## src/rtl/kx_mem_responder_if.sv

```systemverilog
// KX9016 CPU-to-memory bus bundle.
// The CPU drives the strobes and data; the responder drives completion and read data.
interface kx_mem_responder_if;
    logic        vma;
    logic        rw;
    logic [15:0] addr;
    logic [15:0] wdata;
    logic [15:0] rdata;
    logic        ready;
    logic        busy;
    logic        err;

    modport master (
        output vma, rw, addr, wdata,
        input  rdata, ready, busy, err
    );

    modport slave (
        input  vma, rw, addr, wdata,
        output rdata, ready, busy, err
    );
endinterface

```

## src/rtl/kx_mem_responder.sv

```systemverilog
// KX9016 memory responder: wait-stated access to a 16-bit word array,
// with out-of-range and read-only-region fault reporting.
module kx_mem_responder #(
    parameter int ADDR_BITS   = 8,
    parameter int WAIT_STATES = 1,
    parameter int ROM_WORDS   = 16
) (
    input logic               clock,
    input logic               reset,
    kx_mem_responder_if.slave bus
);
    typedef enum logic [1:0] {
        S_IDLE,
        S_WAIT,
        S_ACCESS,
        S_DONE
    } state_t;

    localparam int          DEPTH   = 1 << ADDR_BITS;
    localparam logic [3:0]  WS_LOAD = 4'(WAIT_STATES - 1);
    localparam logic [16:0] ROM_LIM = 17'(ROM_WORDS);

    state_t      state_q, state_d;
    logic [3:0]  cnt_q, cnt_d;
    logic [15:0] addr_q, addr_d;
    logic        rw_q, rw_d;
    logic [15:0] wdata_q, wdata_d;
    logic [15:0] rdata_q, rdata_d;
    logic        ready_q, ready_d;
    logic        err_q, err_d;

    logic        range_fault;
    logic        rom_fault;
    logic        fault;
    logic        mem_we;

    logic [15:0] mem [DEPTH];

    always_comb begin
        range_fault = (addr_q >> ADDR_BITS) != 16'd0;
        rom_fault   = rw_q && ({1'b0, addr_q} < ROM_LIM);
        fault       = range_fault || rom_fault;
    end

    always_comb begin
        state_d = state_q;
        cnt_d   = cnt_q;
        addr_d  = addr_q;
        rw_d    = rw_q;
        wdata_d = wdata_q;
        rdata_d = rdata_q;
        ready_d = 1'b0;
        err_d   = 1'b0;
        mem_we  = 1'b0;
        unique case (state_q)
            S_IDLE: begin
                if (bus.vma) begin
                    addr_d  = bus.addr;
                    rw_d    = bus.rw;
                    wdata_d = bus.wdata;
                    cnt_d   = WS_LOAD;
                    state_d = (WAIT_STATES > 0) ? S_WAIT : S_ACCESS;
                end
            end
            S_WAIT: begin
                if (cnt_q == 4'd0) state_d = S_ACCESS;
                else               cnt_d   = cnt_q - 4'd1;
            end
            S_ACCESS: begin
                state_d = S_DONE;
                ready_d = 1'b1;
                err_d   = fault;
                // A faulting read still completes, returning zero.
                if (!rw_q) begin
                    rdata_d = range_fault ? 16'h0000
                                          : mem[addr_q[ADDR_BITS-1:0]];
                end
                mem_we = rw_q && !fault;
            end
            S_DONE: begin
                state_d = S_IDLE;
            end
            default: begin
                state_d = S_IDLE;
            end
        endcase
    end

    always_ff @(posedge clock or posedge reset) begin
        if (reset) begin
            state_q <= S_IDLE;
            cnt_q   <= 4'd0;
            addr_q  <= 16'h0000;
            rw_q    <= 1'b0;
            wdata_q <= 16'h0000;
            rdata_q <= 16'h0000;
            ready_q <= 1'b0;
            err_q   <= 1'b0;
        end else begin
            state_q <= state_d;
            cnt_q   <= cnt_d;
            addr_q  <= addr_d;
            rw_q    <= rw_d;
            wdata_q <= wdata_d;
            rdata_q <= rdata_d;
            ready_q <= ready_d;
            err_q   <= err_d;
        end
    end

    // The array has no reset; mem_we is already gated by the reset state.
    always_ff @(posedge clock) begin
        if (mem_we) mem[addr_q[ADDR_BITS-1:0]] <= wdata_q;
    end

    assign bus.rdata = rdata_q;
    assign bus.ready = ready_q;
    assign bus.err   = err_q;
    assign bus.busy  = (state_q != S_IDLE);
endmodule

```

## src/flat_wrapper.sv

```systemverilog
// flat-port wrapper written by rule: the top's interface ports become plain ports
module kx_mem_responder_flat 
#(
    parameter int ADDR_BITS   = 8,
    parameter int WAIT_STATES = 1,
    parameter int ROM_WORDS   = 16
)
  (clock, reset, bus_vma, bus_rw, bus_addr, bus_wdata, bus_rdata, bus_ready, bus_busy, bus_err);
  kx_mem_responder_if bus_i ();
  input logic clock;
  input logic reset;
  input wire logic [$bits(bus_i.vma)-1:0] bus_vma;
  input wire logic [$bits(bus_i.rw)-1:0] bus_rw;
  input wire logic [$bits(bus_i.addr)-1:0] bus_addr;
  input wire logic [$bits(bus_i.wdata)-1:0] bus_wdata;
  output wire logic [$bits(bus_i.rdata)-1:0] bus_rdata;
  output wire logic [$bits(bus_i.ready)-1:0] bus_ready;
  output wire logic [$bits(bus_i.busy)-1:0] bus_busy;
  output wire logic [$bits(bus_i.err)-1:0] bus_err;
  assign bus_i.vma = bus_vma;
  assign bus_i.rw = bus_rw;
  assign bus_i.addr = bus_addr;
  assign bus_i.wdata = bus_wdata;
  assign bus_rdata = bus_i.rdata;
  assign bus_ready = bus_i.ready;
  assign bus_busy = bus_i.busy;
  assign bus_err = bus_i.err;
  kx_mem_responder #(.ADDR_BITS(ADDR_BITS), .WAIT_STATES(WAIT_STATES), .ROM_WORDS(ROM_WORDS)) u_core (.clock(clock), .reset(reset), .bus(bus_i));
endmodule
```

## config.mk

```make
export PLATFORM = sky130hd
export DESIGN_NAME = kx_mem_responder_flat
export DESIGN_NICKNAME = d
export VERILOG_FILES = /design/src/rtl/kx_mem_responder_if.sv /design/src/rtl/kx_mem_responder.sv /design/src/flat_wrapper.sv
export SDC_FILE = /design/constraint.sdc
export NUM_CORES = 2
export LEC_CHECK = 0
export BUFFER_PORTS_ARGS = -buffer_cell sky130_fd_sc_hd__buf_2
export CAP_MARGIN = 20
export CORE_ASPECT_RATIO = 0.8
export CORE_MARGIN = 2
export CORE_UTILIZATION = 39
export DETAILED_ROUTE_END_ITERATION = 6
export PLACE_DENSITY = 0.6
export SYNTH_ARGS = -nofsm -noshare
export SYNTH_HDL_FRONTEND = slang
export SYNTH_SLANG_ARGS = --single-unit
```

## constraint.sdc

```tcl
create_clock -name clock -period 4.2 [get_ports clock]
set_input_delay 0.42 -clock clock [delete_from_list [all_inputs] [get_ports clock]]
set_output_delay 0.42 -clock clock [all_outputs]
set_load 0.02 [all_outputs]
```

# After elaboration in Yosys (flattened, before gate mapping)

Memories as Yosys holds them, arrays and structs flattened.
Cells that the tools add are included.

Mux-type cells: 12
Bitwise logic cells: 1
Equal/unequal tests: 6
Add/sub/neg operators: 1
Reduce and logical (&&, ||, !) cells: 13
Order comparisons: 1

Operator list:

| cell                                                                   | number |
|---|---|
| 16-bit by 5-bit < comparator with 1-bit output (second input constant) | 1 |
| 16-bit 2-to-1 mux                                                      | 1 |
| 16-bit nonzero test                                                    | 1 |
| 4-bit 2-to-1 mux                                                       | 2 |
| 2-bit one-hot mux with 4 select lines                                  | 1 |
| 4-bit one-hot mux with 2 select lines                                  | 1 |
| 2-bit AND reduction                                                    | 3 |
| 1-bit 2-to-1 mux                                                       | 5 |
| 2-bit == test (second input constant)                                  | 2 |
| 4-bit logical NOT                                                      | 1 |
| 2-bit 2-to-1 mux                                                       | 2 |
| 2-bit != test (second input constant)                                  | 2 |
| 2-bit nonzero test                                                     | 2 |
| 4-bit by 1-bit subtractor with 4-bit output (second input constant)    | 1 |
| 3-bit AND reduction                                                    | 1 |
| 2-bit by 1-bit == test with 1-bit output (second input constant)       | 1 |
| 1-bit logical AND                                                      | 2 |
| 2-bit logical NOT                                                      | 1 |
| 2-bit by 1-bit != test with 1-bit output (second input constant)       | 1 |
| 1-bit logical NOT                                                      | 1 |
| 1-bit logical OR                                                       | 1 |
| 1-bit inverter                                                         | 1 |

Memories kept: 1
Bits in writable memories: 4,096
Input bits: 36
Output and inout port bits: 19
Flip-flop bits (word level): 57
Word-level logic and storage cells: 43

Memories:

| memory     | words | bits a word | rd ports | clocked after memory_dff | write ports | RTL line               | text |
|---|---|---|---|---|---|---|---|
| u_core.mem | 256   | 16          | 1        | 0                        | 1           | kx_mem_responder.sv:37 | `logic [15:0] mem [DEPTH];` |

# Longest topological paths before layout

Word-level depth: 8
Mapped depth: 13
Gate-level depth less buffers: 8

# Worst setup path before layout

No wires, ideal clock.

Path type: register -> register
Start point: register u_core.wdata_q[0]
End point: memory u_core.mem[0][0], data pin
Data required time: 3.397 ns
Arrival time: 3.179 ns
Buffers on the path: 0
Cell stages (with the launch flop): 1
Clock period less this slack: 3.982 ns
Setup time: 0.803 ns
Path slack: 0.218 ns
Cells stage by stage: dfrtp_1

RTL lines:

| what                   | RTL line                | text |
|---|---|---|
| from (decl)            | kx_mem_responder.sv:27  | `logic [15:0] wdata_q, wdata_d;` |
| from (signal assigned) | kx_mem_responder.sv:104 | `wdata_q <= wdata_d;` |
| to (decl)              | kx_mem_responder.sv:37  |  |

No word-level cell before the write port.

# Worst setup path in the final report

Start point: register u_core.addr_q[0]
End point: register u_core.rdata_q[11] (netlist: u_core.bus.rdata[11])

Longest elaborated chain between the ends: 2

Ends and longest elaborated chain:

| what                     | RTL line                | text |
|---|---|---|
| from (decl)              | kx_mem_responder.sv:25  | `logic [15:0] addr_q, addr_d;` |
| from (signal assigned)   | kx_mem_responder.sv:102 | `addr_q <= addr_d;` |
| memory read 256 x 16 bit | -                       |  |
| 16-bit 2-to-1 mux        | kx_mem_responder.sv:75  | `rdata_d = range_fault ? 16'h0000` |
| to (signal assigned)     | kx_mem_responder.sv:105 | `rdata_q <= rdata_d;` |
| to (decl)                | kx_mem_responder.sv:28  | `logic [15:0] rdata_q, rdata_d;` |

Every way passes these cells.
A chain may end at the register's enable or synchronous reset.

==> impl_metrics.yaml <==
cts:
  cts_buffers: 389
  clock_sinks: 4153
  worstSkewPairLatency_ns: 0.95
  cts_tree: "done"
  h-tree-depth: 5
  cts_root_buf: "clkbuf_16"
  cts_max_path_buffers: 4
  cts.clk_slew.worst_paths_ns: 0.07
  cts_setup_buffers: 0
placed_design:
  port_buffers: 54
  gpl.final_weighted_congestion: 0.899
  place_ws_ns: -0.114
  post-dp-hpwl_um: 255000
  post_dp_cell_area_um2: 172000
global_route:
  antenna_found_initial: 36
  grt.overflow.total: 0
  grt_first_pass_wirelength_um: 594000
  grt_pass1_vias: 78300
  grt_max_degree: 154
  grt_use_total_pct: 19.9
route:
  wl_um: 421000
  drc: 0
  wl_per_cell_um: 30.2
  vias: 79600
  drt_iter0_drc: 10600
  routed_via_density: 5.71
  drtAntennaViolNets: 0
  drt_pass1_iterations: 6
floorplan:
  floorplan.core_area_um2: 409000
  start_util_pct: 39.1
  die_area_um2: 415000
  die_y_um: 577
  die_x_um: 720
  fp-row-count: 210
  ioPinCount: 55
sta:
  fin_ws_ns: -0.0220
  finalCriticalPeriod_ns: 4.22
  finalHoldViolCount: 0
  hold_ws_ns: 0.147
  fin_skew_ns: 0.0731
  max_freq_mhz: 237
  setup_viol: 1
  finalSetupTns_ns: -0.0220
  slew_headroom_pct: 18.9
  tightestPinTransition_ns: 1.21
  slew_viol_final: 0
  fin_crit_sh_pct: 101
  rsz0062_at_grt: "false"
yosys:
  syn_area_um2: 160000
  ys_warn_count: 0
  synth-edff-count: 4096
  netlist.area_leader.share_pct: 77.0
  ys_ff_latch: 4153
  ys_types: 58
  synthFlopType: "edfxtp_1"
  yosys-top-cells-area: "edfxtp_1 77%, mux4_2 13%, mux2i_1 1.8%"
  async_reset_ff_share_pct: 1.37
  yosysSeqAreaShare_pct: 77.9
  synth.avg_cell_area_um2: 21.8
  syn_inst: 7322
  yosys.area.top_type: "edfxtp_1"
finish:
  final_cell_area_um2: 184000
  layout_common_cells: "4096 x edfxtp_1, 943 x mux4_2, 502 x buf_4"
  syn_to_final_growth_pct: 15.4
  drive_gt1_share_pct: 27.3
  nNetsFinal: 8258
  final_common_cell: "edfxtp_1"
critical_path:
  cp_slowest_cell: "dfrtp_4"
  cp.required_ns: 4.99
  path_max_fanout: 30
  crit_start: "u_core.addr_q[0]"
  crit_buf_inv: 2
  cp_data_arrival_time_ns: 5.01
  cp_top_family: "simple AND/OR/NAND/NOR gates"
  max_stage_delay_ns: 0.68
  cp-end-kind: "register"
  path_cells: "buf_4 -> buf_12 -> mux4_2 -> mux2i_1 -> o22ai_1 -> nor4_1 -> nand3_1 -> a31oi_2 -> nor3_1"
  rr_startpoint: "u_core.addr_q[0]"
  worstSetupStartpointType: "register"
  worstSetupPathType: "reg -> reg"
run_status:
  outcome: "finished, violations left"
  violations: "setup timing"
job:
  timing.max_cap.violations: 0
hold_path:
  hold_path.class: "in -> async"
pwr:
  powerDensity_nw_per_um2: 707
  max-vdd-ir-drop_uv: 651
  cellLeakagePower_nw: 58.9
[synth_stat cells (all sizes together), types with 16 or more instances]
cell type	n
o21ai	83
mux2	114
nand2	159
a21o	16
a22o	46
mux4	943
nor3	21
mux2i	290
buf	221
a21oi	144
nand3	137
a31oi	48
nand4	19
nor2b	27
nor4	16
dfrtp	57
and3	34
a21boi	30
a41oi	16
a22oi	99
a221oi	35
nor2	275
clkbuf	219
or4	18
o22ai	47
edfxtp	4096
[area by class of cell]
class	instances	area, um2
fillers	33900	224000
flip-flops and latches	4153	125000
multi-input cells	2973	34300
clock buffers	477	10300
well taps	5406	6760
repair buffers	689	6360
clock inverters	220	2180
inverters	11	41.3
diodes	12	30.0
[sequential cells by signal (all words and copies together), names as in the netlist]
register / cells
u_core.mem: 4096
u_core.bus.rdata: 16
u_core.bus.ready: 1
u_core.state_q: 2
u_core.cnt_q: 4
u_core.addr_q: 16
u_core.rw_q: 1
u_core.wdata_q: 16
u_core.bus.err: 1
[routing by layer]
metal / global-route usage [%] / part of all wire, % / vias to the layer above / wire length (um)
met5: 0 / 0.0078 / - / 33
met4: 5.17 / 2.8 / 4 / 11600
met3: 4.67 / 9.9 / 586 / 41800
met2: 30.2 / 46 / 3807 / 192000
met1: 29.0 / 42 / 42800 / 176000
li1: - / - / 32400 / -
[power by group]
part	total, mW	internal [mW]	switching, mW
Clock	35.2	20.1	15.2
Combinational	40.3	14.6	25.7
Sequential	54.8	52.7	2.06
[worst paths after layout]
| path | endpoint | slack [ns] | depth (start not counted) |
|---|---|---|---|
| min reg2reg | u_core.addr_q[9] | 0.51 | 1 |
| min in group clock | u_core.wdata_q[5] | 0.26 | 3 |
| max | u_core.bus.rdata[11] | -0.02 | 9 |
| max reg2reg | u_core.bus.rdata[11] | -0.02 | 9 |
| min | u_core.cnt_q[0] | 0.15 | 3 |
| max in group asynchronous | u_core.addr_q[2] | 3.07 | 4 |
[worst reg2reg max path, cell delays in order (launching register included)]
cell and delay [ns]:
dfrtp_4 0.68, buf_4 0.28, buf_12 0.26, mux4_2 0.62, mux2i_1 0.29, o22ai_1 0.36, nor4_1 0.61, nand3_1 0.37
a31oi_2 0.50, nor3_1 0.13
[through the flow]
stage	power [mW]	utilization [%]	cells
after floorplan	78.8	-	7577
after global placement	95.1	42.0	13200
after detailed placement	95.9	42.0	13200
after CTS	131	45.1	13900
after global routing	134	45.1	13900
final	130	45.1	13900
[kinds of logic (layout without fill, tap and decap cells)]
group	after synthesis	count (layout)	share of synthesized area, %
AND/OR/NAND/NOR	731	731	2.10
multiplexers	1347	1347	15.9
AO/OA/AOI/OAI	634	634	2.66
other	1	268	0.00235
buffers and inverters	451	1397	1.42
flip-flops	4153	4153	77.9
adder cells (fa/ha/maj)	5	5	0.0392
[timing repair]
| item | 4_1_cts | 5_1_grt |
|---|---|---|
| endpoints found under the hold margin | 69 | 0 |
| gates resized for setup | 2 | 6 |
| gates cloned | 0 | 0 |
| hold buffers | 35 | 0 |
| endpoints found under the setup margin | 2 | 11 |
(Power assumes the default switching activity.)
